$ cat src/rtl/sdram_phase_sweep_pkg.sv
//------------------------------------------------------------------------------
// Module   : sdram_phase_sweep_pkg
// Brief    : Shared types and helpers for the SDRAM clock-phase calibrator.
// Revision : 1.0 - initial release
//------------------------------------------------------------------------------
`default_nettype none

package sdram_phase_sweep_pkg;

    // Index datapath is sized for the largest supported rotation (256 steps).
    localparam int PHASE_STEPS_MAX = 256;
    localparam int PHASE_W         = $clog2(PHASE_STEPS_MAX);

    typedef enum logic [2:0] {
        IDLE   = 3'd0,
        SETTLE = 3'd1,
        DWELL  = 3'd2,
        EVAL   = 3'd3,
        STEP   = 3'd4,
        CENTER = 3'd5,
        DONE   = 3'd6
    } state_t;

    typedef enum logic [1:0] {
        STP_IDLE  = 2'd0,
        STP_SETUP = 2'd1,
        STP_HIGH  = 2'd2,
        STP_LOW   = 2'd3
    } stp_state_t;

    typedef struct packed {
        logic [PHASE_W-1:0] start;
        logic [PHASE_W:0]   len;
    } run_t;

    function automatic logic [PHASE_W-1:0] wrap_idx(input logic [PHASE_W-1:0] idx,
                                                    input int                 steps);
        return idx & PHASE_W'(steps - 1);
    endfunction

endpackage

`default_nettype wire

$ cat src/rtl/sdram_phase_sweep_pll_phase_stepper.sv
//------------------------------------------------------------------------------
// Module   : pll_phase_stepper
// Brief    : Generates one ECP5 PLL phasestep pulse per request, with phasedir
//            set up a cycle ahead; acks on the falling edge of phasestep.
// Revision : 1.0 - initial release
//------------------------------------------------------------------------------
`default_nettype none

module pll_phase_stepper
    import sdram_phase_sweep_pkg::*;
#(
    parameter int PULSE_W = 4
) (
    input  logic clk,
    input  logic rst_n,
    input  logic req,
    input  logic dir,
    output logic phasedir,
    output logic phasestep,
    output logic ack,
    output logic idle
);

    localparam logic [15:0] CNT_LAST = 16'(PULSE_W - 1);

    stp_state_t  state_q, state_d;
    logic [15:0] cnt_q, cnt_d;
    logic        dir_q, dir_d;
    logic        step_q, step_d;
    logic        ack_q, ack_d;

    always_comb begin
        state_d = state_q;
        cnt_d   = cnt_q;
        dir_d   = dir_q;
        step_d  = step_q;
        ack_d   = 1'b0;
        case (state_q)
            STP_IDLE: begin
                if (req) begin
                    dir_d   = dir;
                    state_d = STP_SETUP;
                end
            end
            STP_SETUP: begin
                step_d  = 1'b1;
                cnt_d   = '0;
                state_d = STP_HIGH;
            end
            STP_HIGH: begin
                if (cnt_q == CNT_LAST) begin
                    step_d  = 1'b0;
                    ack_d   = 1'b1;
                    cnt_d   = '0;
                    state_d = STP_LOW;
                end else begin
                    cnt_d = cnt_q + 16'd1;
                end
            end
            STP_LOW: begin
                // phasedir is left untouched so it stays valid past the fall.
                if (cnt_q == CNT_LAST) begin
                    state_d = STP_IDLE;
                end else begin
                    cnt_d = cnt_q + 16'd1;
                end
            end
            default: state_d = STP_IDLE;
        endcase
    end

    always_ff @(posedge clk or negedge rst_n) begin
        if (!rst_n) begin
            state_q <= STP_IDLE;
            cnt_q   <= '0;
            dir_q   <= 1'b0;
            step_q  <= 1'b0;
            ack_q   <= 1'b0;
        end else begin
            state_q <= state_d;
            cnt_q   <= cnt_d;
            dir_q   <= dir_d;
            step_q  <= step_d;
            ack_q   <= ack_d;
        end
    end

    assign phasedir  = dir_q;
    assign phasestep = step_q;
    assign ack       = ack_q;
    assign idle      = (state_q == STP_IDLE);

endmodule

`default_nettype wire

$ cat src/rtl/sdram_phase_sweep.sv
//------------------------------------------------------------------------------
// Module   : sdram_phase_sweep
// Brief    : Sweeps the PLL phase over one rotation, scores each step with
//            mem_tester and parks the clock at the centre of the widest
//            circular passing window. Optional result log: SWEEP_LOG_EN.
// Revision : 1.0 - initial release
//------------------------------------------------------------------------------
`default_nettype none

module sdram_phase_sweep
    import sdram_phase_sweep_pkg::*;
#(
    parameter int PHASE_STEPS   = 64,
    parameter int DWELL_CYCLES  = 2**24,
    parameter int SETTLE_CYCLES = 1024,
    parameter int PULSE_W       = 4,
    parameter int CNT_W         = 32
) (
    input  logic             clk,
    input  logic             rst_n,
    input  logic             start,
    input  logic             manual_inc,
    input  logic             manual_dec,
    input  logic [CNT_W-1:0] passcount,
    input  logic [CNT_W-1:0] failcount,
    output logic             tester_rst_n,
    output logic             phasedir,
    output logic             phasestep,
    output logic             phaseloadreg,
    output logic [7:0]       phase,
    output logic             busy,
    output logic             done,
    output logic             sweep_err,
    output logic [7:0]       best_phase,
    output logic [8:0]       best_len,
    input  logic [7:0]       log_addr,
    output logic [CNT_W-1:0] log_data
);

    localparam logic [7:0]  IDX_MASK    = 8'(PHASE_STEPS - 1);
    localparam logic [8:0]  N_LEN       = 9'(PHASE_STEPS);
    localparam logic [31:0] SETTLE_LAST = 32'(SETTLE_CYCLES - 1);
    localparam logic [31:0] DWELL_LAST  = 32'(DWELL_CYCLES - 1);

    state_t      state_q, state_d;
    logic [31:0] cnt_q, cnt_d;
    logic [7:0]  phase_q, phase_d;
    logic        tester_rst_n_q, tester_rst_n_d;
    logic        busy_q, busy_d;
    logic        done_q, done_d;
    logic        sweep_err_q, sweep_err_d;
    logic [7:0]  best_phase_q, best_phase_d;
    logic [8:0]  best_len_q, best_len_d;
    logic        req_q, req_d;
    logic        req_dir_q, req_dir_d;
    run_t        cur_q, cur_d;
    run_t        best_q, best_d;
    logic [8:0]  lead_len_q, lead_len_d;
    logic        lead_open_q, lead_open_d;
    logic [8:0]  center_cnt_q, center_cnt_d;

    run_t        cur_n, best_n, win;
    logic [8:0]  lead_n;
    logic        pass_now;
    logic        step_free;
    logic        stp_ack;
    logic        stp_idle;

    pll_phase_stepper #(
        .PULSE_W (PULSE_W)
    ) u_stepper (
        .clk       (clk),
        .rst_n     (rst_n),
        .req       (req_q),
        .dir       (req_dir_q),
        .phasedir  (phasedir),
        .phasestep (phasestep),
        .ack       (stp_ack),
        .idle      (stp_idle)
    );

    always_comb begin
        state_d        = state_q;
        cnt_d          = cnt_q;
        phase_d        = phase_q;
        tester_rst_n_d = tester_rst_n_q;
        sweep_err_d    = sweep_err_q;
        best_phase_d   = best_phase_q;
        best_len_d     = best_len_q;
        req_d          = 1'b0;
        req_dir_d      = req_dir_q;
        cur_d          = cur_q;
        best_d         = best_q;
        lead_len_d     = lead_len_q;
        lead_open_d    = lead_open_q;
        center_cnt_d   = center_cnt_q;
        cur_n          = cur_q;
        best_n         = best_q;
        lead_n         = lead_len_q;
        win            = best_q;
        // req_q covers the cycle before the stepper reports busy.
        step_free      = stp_idle && !req_q;
        pass_now       = (failcount == '0) && (passcount != '0);

        if (stp_ack) begin
            phase_d = req_dir_q ? wrap_idx(phase_q - 8'd1, PHASE_STEPS)
                                : wrap_idx(phase_q + 8'd1, PHASE_STEPS);
        end

        case (state_q)
            IDLE, DONE: begin
                // A manual step in flight blocks start so the index stays coherent.
                if (start && step_free) begin
                    state_d        = SETTLE;
                    sweep_err_d    = 1'b0;
                    cur_d          = '0;
                    best_d         = '0;
                    lead_len_d     = '0;
                    lead_open_d    = 1'b1;
                    phase_d        = '0;
                    cnt_d          = '0;
                    tester_rst_n_d = 1'b0;
                end else if (step_free && (manual_inc ^ manual_dec)) begin
                    req_d     = 1'b1;
                    req_dir_d = manual_dec;
                end
            end
            SETTLE: begin
                if (cnt_q == SETTLE_LAST) begin
                    cnt_d          = '0;
                    tester_rst_n_d = 1'b1;
                    state_d        = DWELL;
                end else begin
                    cnt_d = cnt_q + 32'd1;
                end
            end
            DWELL: begin
                if (cnt_q == DWELL_LAST) begin
                    cnt_d   = '0;
                    state_d = EVAL;
                end else begin
                    cnt_d = cnt_q + 32'd1;
                end
            end
            EVAL: begin
                if (pass_now) begin
                    cur_n.start = (cur_q.len == '0) ? phase_q : cur_q.start;
                    cur_n.len   = cur_q.len + 9'd1;
                    if (lead_open_q) begin
                        lead_n = lead_len_q + 9'd1;
                    end
                    if (cur_n.len > best_q.len) begin
                        best_n = cur_n;
                    end
                end else begin
                    cur_n       = '0;
                    lead_open_d = 1'b0;
                end
                cur_d      = cur_n;
                best_d     = best_n;
                lead_len_d = lead_n;

                if (phase_q == IDX_MASK) begin
                    state_d     = CENTER;
                    sweep_err_d = 1'b0;
                    if (lead_n == N_LEN) begin
                        best_len_d   = N_LEN;
                        best_phase_d = 8'(PHASE_STEPS / 2);
                    end else if (best_n.len == '0) begin
                        sweep_err_d  = 1'b1;
                        best_len_d   = '0;
                        best_phase_d = '0;
                    end else begin
                        // The trailing run continues into the leading run across index 0.
                        win = best_n;
                        if (lead_n != '0 && cur_n.len != '0 &&
                            (lead_n + cur_n.len) > best_n.len) begin
                            win.start = cur_n.start;
                            win.len   = lead_n + cur_n.len;
                        end
                        best_len_d   = win.len;
                        best_phase_d = wrap_idx(win.start + win.len[PHASE_W:1], PHASE_STEPS);
                    end
                    center_cnt_d = {1'b0, best_phase_d} + 9'd1;
                end else begin
                    state_d   = STEP;
                    req_d     = 1'b1;
                    req_dir_d = 1'b0;
                end
            end
            STEP: begin
                if (step_free) begin
                    state_d        = SETTLE;
                    cnt_d          = '0;
                    tester_rst_n_d = 1'b0;
                end
            end
            CENTER: begin
                if (step_free) begin
                    if (center_cnt_q == '0) begin
                        state_d = DONE;
                    end else begin
                        req_d        = 1'b1;
                        req_dir_d    = 1'b0;
                        center_cnt_d = center_cnt_q - 9'd1;
                    end
                end
            end
            default: state_d = IDLE;
        endcase

        busy_d = !((state_d == IDLE) || (state_d == DONE));
        done_d = (state_d == DONE);
    end

    always_ff @(posedge clk or negedge rst_n) begin
        if (!rst_n) begin
            state_q        <= IDLE;
            cnt_q          <= '0;
            phase_q        <= '0;
            tester_rst_n_q <= 1'b1;
            busy_q         <= 1'b0;
            done_q         <= 1'b0;
            sweep_err_q    <= 1'b0;
            best_phase_q   <= '0;
            best_len_q     <= '0;
            req_q          <= 1'b0;
            req_dir_q      <= 1'b0;
            cur_q          <= '0;
            best_q         <= '0;
            lead_len_q     <= '0;
            lead_open_q    <= 1'b0;
            center_cnt_q   <= '0;
        end else begin
            state_q        <= state_d;
            cnt_q          <= cnt_d;
            phase_q        <= phase_d;
            tester_rst_n_q <= tester_rst_n_d;
            busy_q         <= busy_d;
            done_q         <= done_d;
            sweep_err_q    <= sweep_err_d;
            best_phase_q   <= best_phase_d;
            best_len_q     <= best_len_d;
            req_q          <= req_d;
            req_dir_q      <= req_dir_d;
            cur_q          <= cur_d;
            best_q         <= best_d;
            lead_len_q     <= lead_len_d;
            lead_open_q    <= lead_open_d;
            center_cnt_q   <= center_cnt_d;
        end
    end

`ifdef SWEEP_LOG_EN
    localparam int LOG_AW = $clog2(PHASE_STEPS);

    logic [CNT_W-1:0] log_mem [PHASE_STEPS];
    logic [CNT_W-1:0] log_data_q, log_data_d;

    always_ff @(posedge clk) begin
        if (state_q == EVAL) begin
            log_mem[phase_q[LOG_AW-1:0]] <= (passcount == '0) ? '1 : failcount;
        end
    end

    always_comb begin
        log_data_d = '0;
        if (32'(log_addr) < 32'(PHASE_STEPS)) begin
            log_data_d = log_mem[log_addr[LOG_AW-1:0]];
        end
    end

    always_ff @(posedge clk or negedge rst_n) begin
        if (!rst_n) begin
            log_data_q <= '0;
        end else begin
            log_data_q <= log_data_d;
        end
    end

    assign log_data = log_data_q;
`else
    logic unused_log_addr;
    assign unused_log_addr = ^log_addr;
    assign log_data        = '0;
`endif

    assign tester_rst_n = tester_rst_n_q;
    assign phaseloadreg = 1'b0;
    assign phase        = phase_q;
    assign busy         = busy_q;
    assign done         = done_q;
    assign sweep_err    = sweep_err_q;
    assign best_phase   = best_phase_q;
    assign best_len     = best_len_q;

endmodule

`default_nettype wire
$ cat config.mk
export PLATFORM = sky130hd
export DESIGN_NAME = sdram_phase_sweep
export DESIGN_NICKNAME = d
export VERILOG_FILES = /design/src/rtl/sdram_phase_sweep_pkg.sv /design/src/rtl/sdram_phase_sweep_pll_phase_stepper.sv /design/src/rtl/sdram_phase_sweep.sv
export SDC_FILE = /design/constraint.sdc
export NUM_CORES = 1
export LEC_CHECK = 0
export CAP_MARGIN = 20
export CORE_UTILIZATION = 45
export CTS_CLUSTER_DIAMETER = 120
export CTS_CLUSTER_SIZE = 12
export DETAILED_ROUTE_END_ITERATION = 12
export HOLD_SLACK_MARGIN = 0.05
export PLACE_DENSITY = 0.68
export RECOVER_POWER = 100
export SLEW_MARGIN = 20
export SYNTH_ARGS = -nofsm -noshare
export SYNTH_HDL_FRONTEND = slang
export SYNTH_SLANG_ARGS = --single-unit
$ cat constraint.sdc
create_clock -name clk -period 7.7 [get_ports clk]
set_input_delay 1.925 -clock clk [delete_from_list [all_inputs] [get_ports clk]]
set_output_delay 1.925 -clock clk [all_outputs]
set_load 0.02 [all_outputs]
==> results.txt <==
* Share of the clock period used by the worst path after layout: 101.0%
- Prior to clock tree synthesis, the placed netlist has a worst setup slack of -0.9049 ns.
* TritonCTS clock tree: yes
* Die width: approximately 140 um
- Async SR Flop Fraction: between 90% and 100%
- Leading post-synthesis cells by instance count: dfrtp_1 (133), nor2_1 (113), nand2_1 (95)
- Number of buffers and inverters on the critical path: 4
- In this design, the stage delay of the slowest critical-path cell is roughly 0.42 ns.
* Level count of the clock H-tree: 4
- Peak supply drop: between 0.2 and 0.25 mV
- Across all hold checks on the routed design, the worst slack comes to between 0.4 and 0.5 ns.
- dfrtp_1 is the most common cell in the netlist.
- Number of antenna violations at the first check in global routing: 0
- GR Overflow Total: 0
- Total CTS buffers: 17
- Number of clock sinks seen by CTS: ~130
- Post-route insts no fill: roughly 1500
- Detailed-routing iteration count for the pre-antenna-repair pass: 5
* Final-report setup violation count: 4
* Arrival time at the worst endpoint: between 8 and 9 ns
- STA classifies the critical path endpoint as a flop.
* EDFF count, synth: 0
- Area of the placeable core: approximately 19000 um^2
- Skew final: ~0.0086 ns
* Port Buffers: 97
- Relative max-transition margin: -132.5%
- STA puts the critical path data required time at 8.00 ns.
* Die height: 143.1 um
- Setup repair after global routing could not meet its margin everywhere.
- Fin worst setup slack: -0.07642 ns
- # placed instances: around 1400
- Of all nets on the critical path, the largest fanout is 5.
- Cell taking the most area after synthesis: dfrtp_1
* Mapped Avg Cell Area: slightly below 9 um^2
* Pin count of the biggest net entering global routing: 76
- Total Power Consumption: 2.541 mW
- In this run the cell area measured after placement is 10730 um^2.
- For this block, the initial DRC count from the detailed router was 375.
- Cell area after synthesis: between 8000 and 9000 um^2
- Main flop type after synthesis: dfrtp_1
- Number of max-cap violations: 2
* Hold Fails Final Rpt: 0
- For this configuration, the core starts out at a cell density of 46.02%.
* Antenna viol nets, final: 0
* Run status: finished, violations left
- Synthesis produced just over 1000 cells.
- Area enclosed by the die boundary: between 20000 and 25000 um^2
- The max-slew violation count is ~140.
- Diodes inserted: 0
- Routed length per instance: around 16 um
- Clock slew seen by the registers of the worst setup and hold paths: approximately 0.060 ns
- Sorting the synthesized cells by area gives the leading types as dfrtp_1 (37%), ha_1 (6.6%), o21ai_0 (5.0%), nor2_1 (4.7%), nand2_1 (4.0%).
- In this run, synthesis produced a sequential element count of between 100 and 150.
- Compared with the post-synthesis result, the final layout area differs by 31.25%.
- IO Pins: between 100 and 150
* Worst path slowest cell: clkdlybuf4s50_1
- In this design, the critical path's most frequently occurring cell is a21o_1.
- Number of filler cells placed in the layout: roughly 1700
* Leakage power: roughly 5.5 nW
- The first global-routing pass estimated 38.05 mm of wire.
- Upper clock frequency limit: roughly 0.13 GHz
- The net count of the finished layout is approximately 1300.
- Crit Path Class: input port to flop
* Clk root buf: clkbuf_16
- For this run, design rule violations remaining after detail routing come to 0.
- Sequential elements use approximately 37% of the synthesized area.
- RD Place Congestion: roughly 0.87
- Worst skew pair latency: ~0.42 ns
* Pin slew with the least headroom to its limit: between 3 and 4 ns
* Row count: slightly above 50
* Family of cells with the greatest summed delay on the critical path: compound AO/OA/AOI/OAI gates
- Type of the worst min-delay path: flop to flop
* Total Wirelength: around 24 mm
- The top cell type by area accounts for between 30% and 40% of the synthesized area.
* Utilization of the core after routing: between 60% and 70%
- Power spread over the standard cell area amounts to 216.2 nW/um^2.
* Via count of the first global-routing pass: 7909
- Design area: ~12000 um^2
* Bufs on Longest Clock Path: 2
- During synthesis, Yosys emitted a total of 0 warnings.
* Violations in the final reports: max-capacitance violations, max-slew violations, negative setup slack
* Total number of vias: 8280
* Number of distinct standard cells referenced by the synthesized netlist: 77
- After routing, the total negative slack on setup checks comes to -0.1545 ns.
* Shortest clock period the worst path allows after layout: between 7 and 8 ns
- STA classifies the critical path startpoint as an input port.
- After detailed routing, the number of vias per cell comes to roughly 5.5.
- Overall fraction of global-route tracks in use: about a quarter
* Total half-perimeter wirelength after legalization and detailed placement: roughly 17 mm
- Fraction of layout cells with a size suffix above 1: 19.81%
[tightest hold or removal path, cell delays in order, from the launching register on]
cell,delay [ns]
dfrtp_1,0.34
nand2_1,0.05
nand2_1,0.05
[path summary, 6_finish.rpt]
| kind | from | depth (start not counted) | end | slack [ns] |
|---|---|---|---|---|
| max | passcount[27] | 31 | center_cnt_q[4] | -0.08 |
| min | best_phase[3] | 2 | best_phase[3] | 0.46 |
| max reg2reg | cur_q[0] | 32 | center_cnt_q[6] | 1.06 |
| min reg2reg | best_phase[3] | 2 | best_phase[3] | 0.46 |
| max in group asynchronous | rst_n | 2 | u_stepper.cnt_q[15] | 1.78 |
| min in group asynchronous | rst_n | 1 | sweep_err | 2.70 |
[registers in the layout, summed over array words and instances (netlist names)]
signal and flops:
req_q 1, u_stepper.phasestep 1, done 1, tester_rst_n 1, req_dir_q 1, sweep_err 1
u_stepper.cnt_q 16, u_stepper.phasedir 1, state_q 3, phase 8, center_cnt_q 9, best_len 9
busy 1, best_q 15, cur_q 15, u_stepper.ack 1, lead_len_q 9, lead_open_q 1
cnt_q 32, best_phase 6, u_stepper.state_q 2
[where the power goes]
group,leakage [nW],total (mW),switching [mW],internal (mW)
Sequential,1.83,0.861,0.0968,0.764
Clock,0.303,0.877,0.330,0.546
Combinational,3.34,0.804,0.515,0.289
[logic make-up after synthesis]
group	Yosys count	share of synthesized area [%]
xor+xnor	67	6.636
mux	25	2.836
fa+ha+maj	50	7.237
other cells	1	0.04187
buf+inv	99	5.951
compound gates	235	16.75
simple gates	416	23.09
flops	134	37.45
[layer usage]
metal	vias to the layer above	global-route usage, %	part of all wire (%)	wire length (um)
met5	-	0	0	0
met4	0	7.187	1.7	403
met3	35	3.890	5.6	1333
met2	231	40.90	49	11740
met1	4000	29.73	43	10300
li1	4014	-	-	-
[layout make-up]
class | count | area, um^2 | share of cell area (%)
repair buffers | 202 | 1664 | 14.16
flip-flops and latches | 134 | 3354 | 28.54
well taps | 265 | 331.6 | 2.821
multi-input cells | 828 | 5640 | 47.98
clock buffers | 18 | 429.2 | 3.651
inverters | 36 | 135.1 | 1.150
clock inverters | 14 | 200.2 | 1.703
[cells in the final DEF (no fill, tap or decap), types with 9 or more instances in the layout]
master	n
dlygate4sd2_1	23
conb_1	35
dfrtp_1	133
mux2i_1	22
nand3_1	58
clkbuf_16	17
nor4_2	12
nor4_1	16
buf_4	100
buf_6	10
nand2_1	92
a21oi_1	41
dlygate4sd3_1	30
a21o_1	15
a31oi_1	9
o21ai_0	86
inv_1	35
o31ai_1	11
clkdlybuf4s50_1	13
xnor2_1	31
nor2_1	109
buf_2	13
nand4_1	19
xor2_1	26
and3_1	17
and2_1	9
ha_1	42
nor3_1	16
a22o_1	15
[timing repair]
item	4_1_cts	5_1_grt
buffers inserted	14	10
cloned	0	0
hold buffers	0	0
pin swaps	26	23
hold endpoints to repair	0	0
setup endpoints to repair	9	10
resized for setup	134	47
Power figures use the tool's default switching activity.
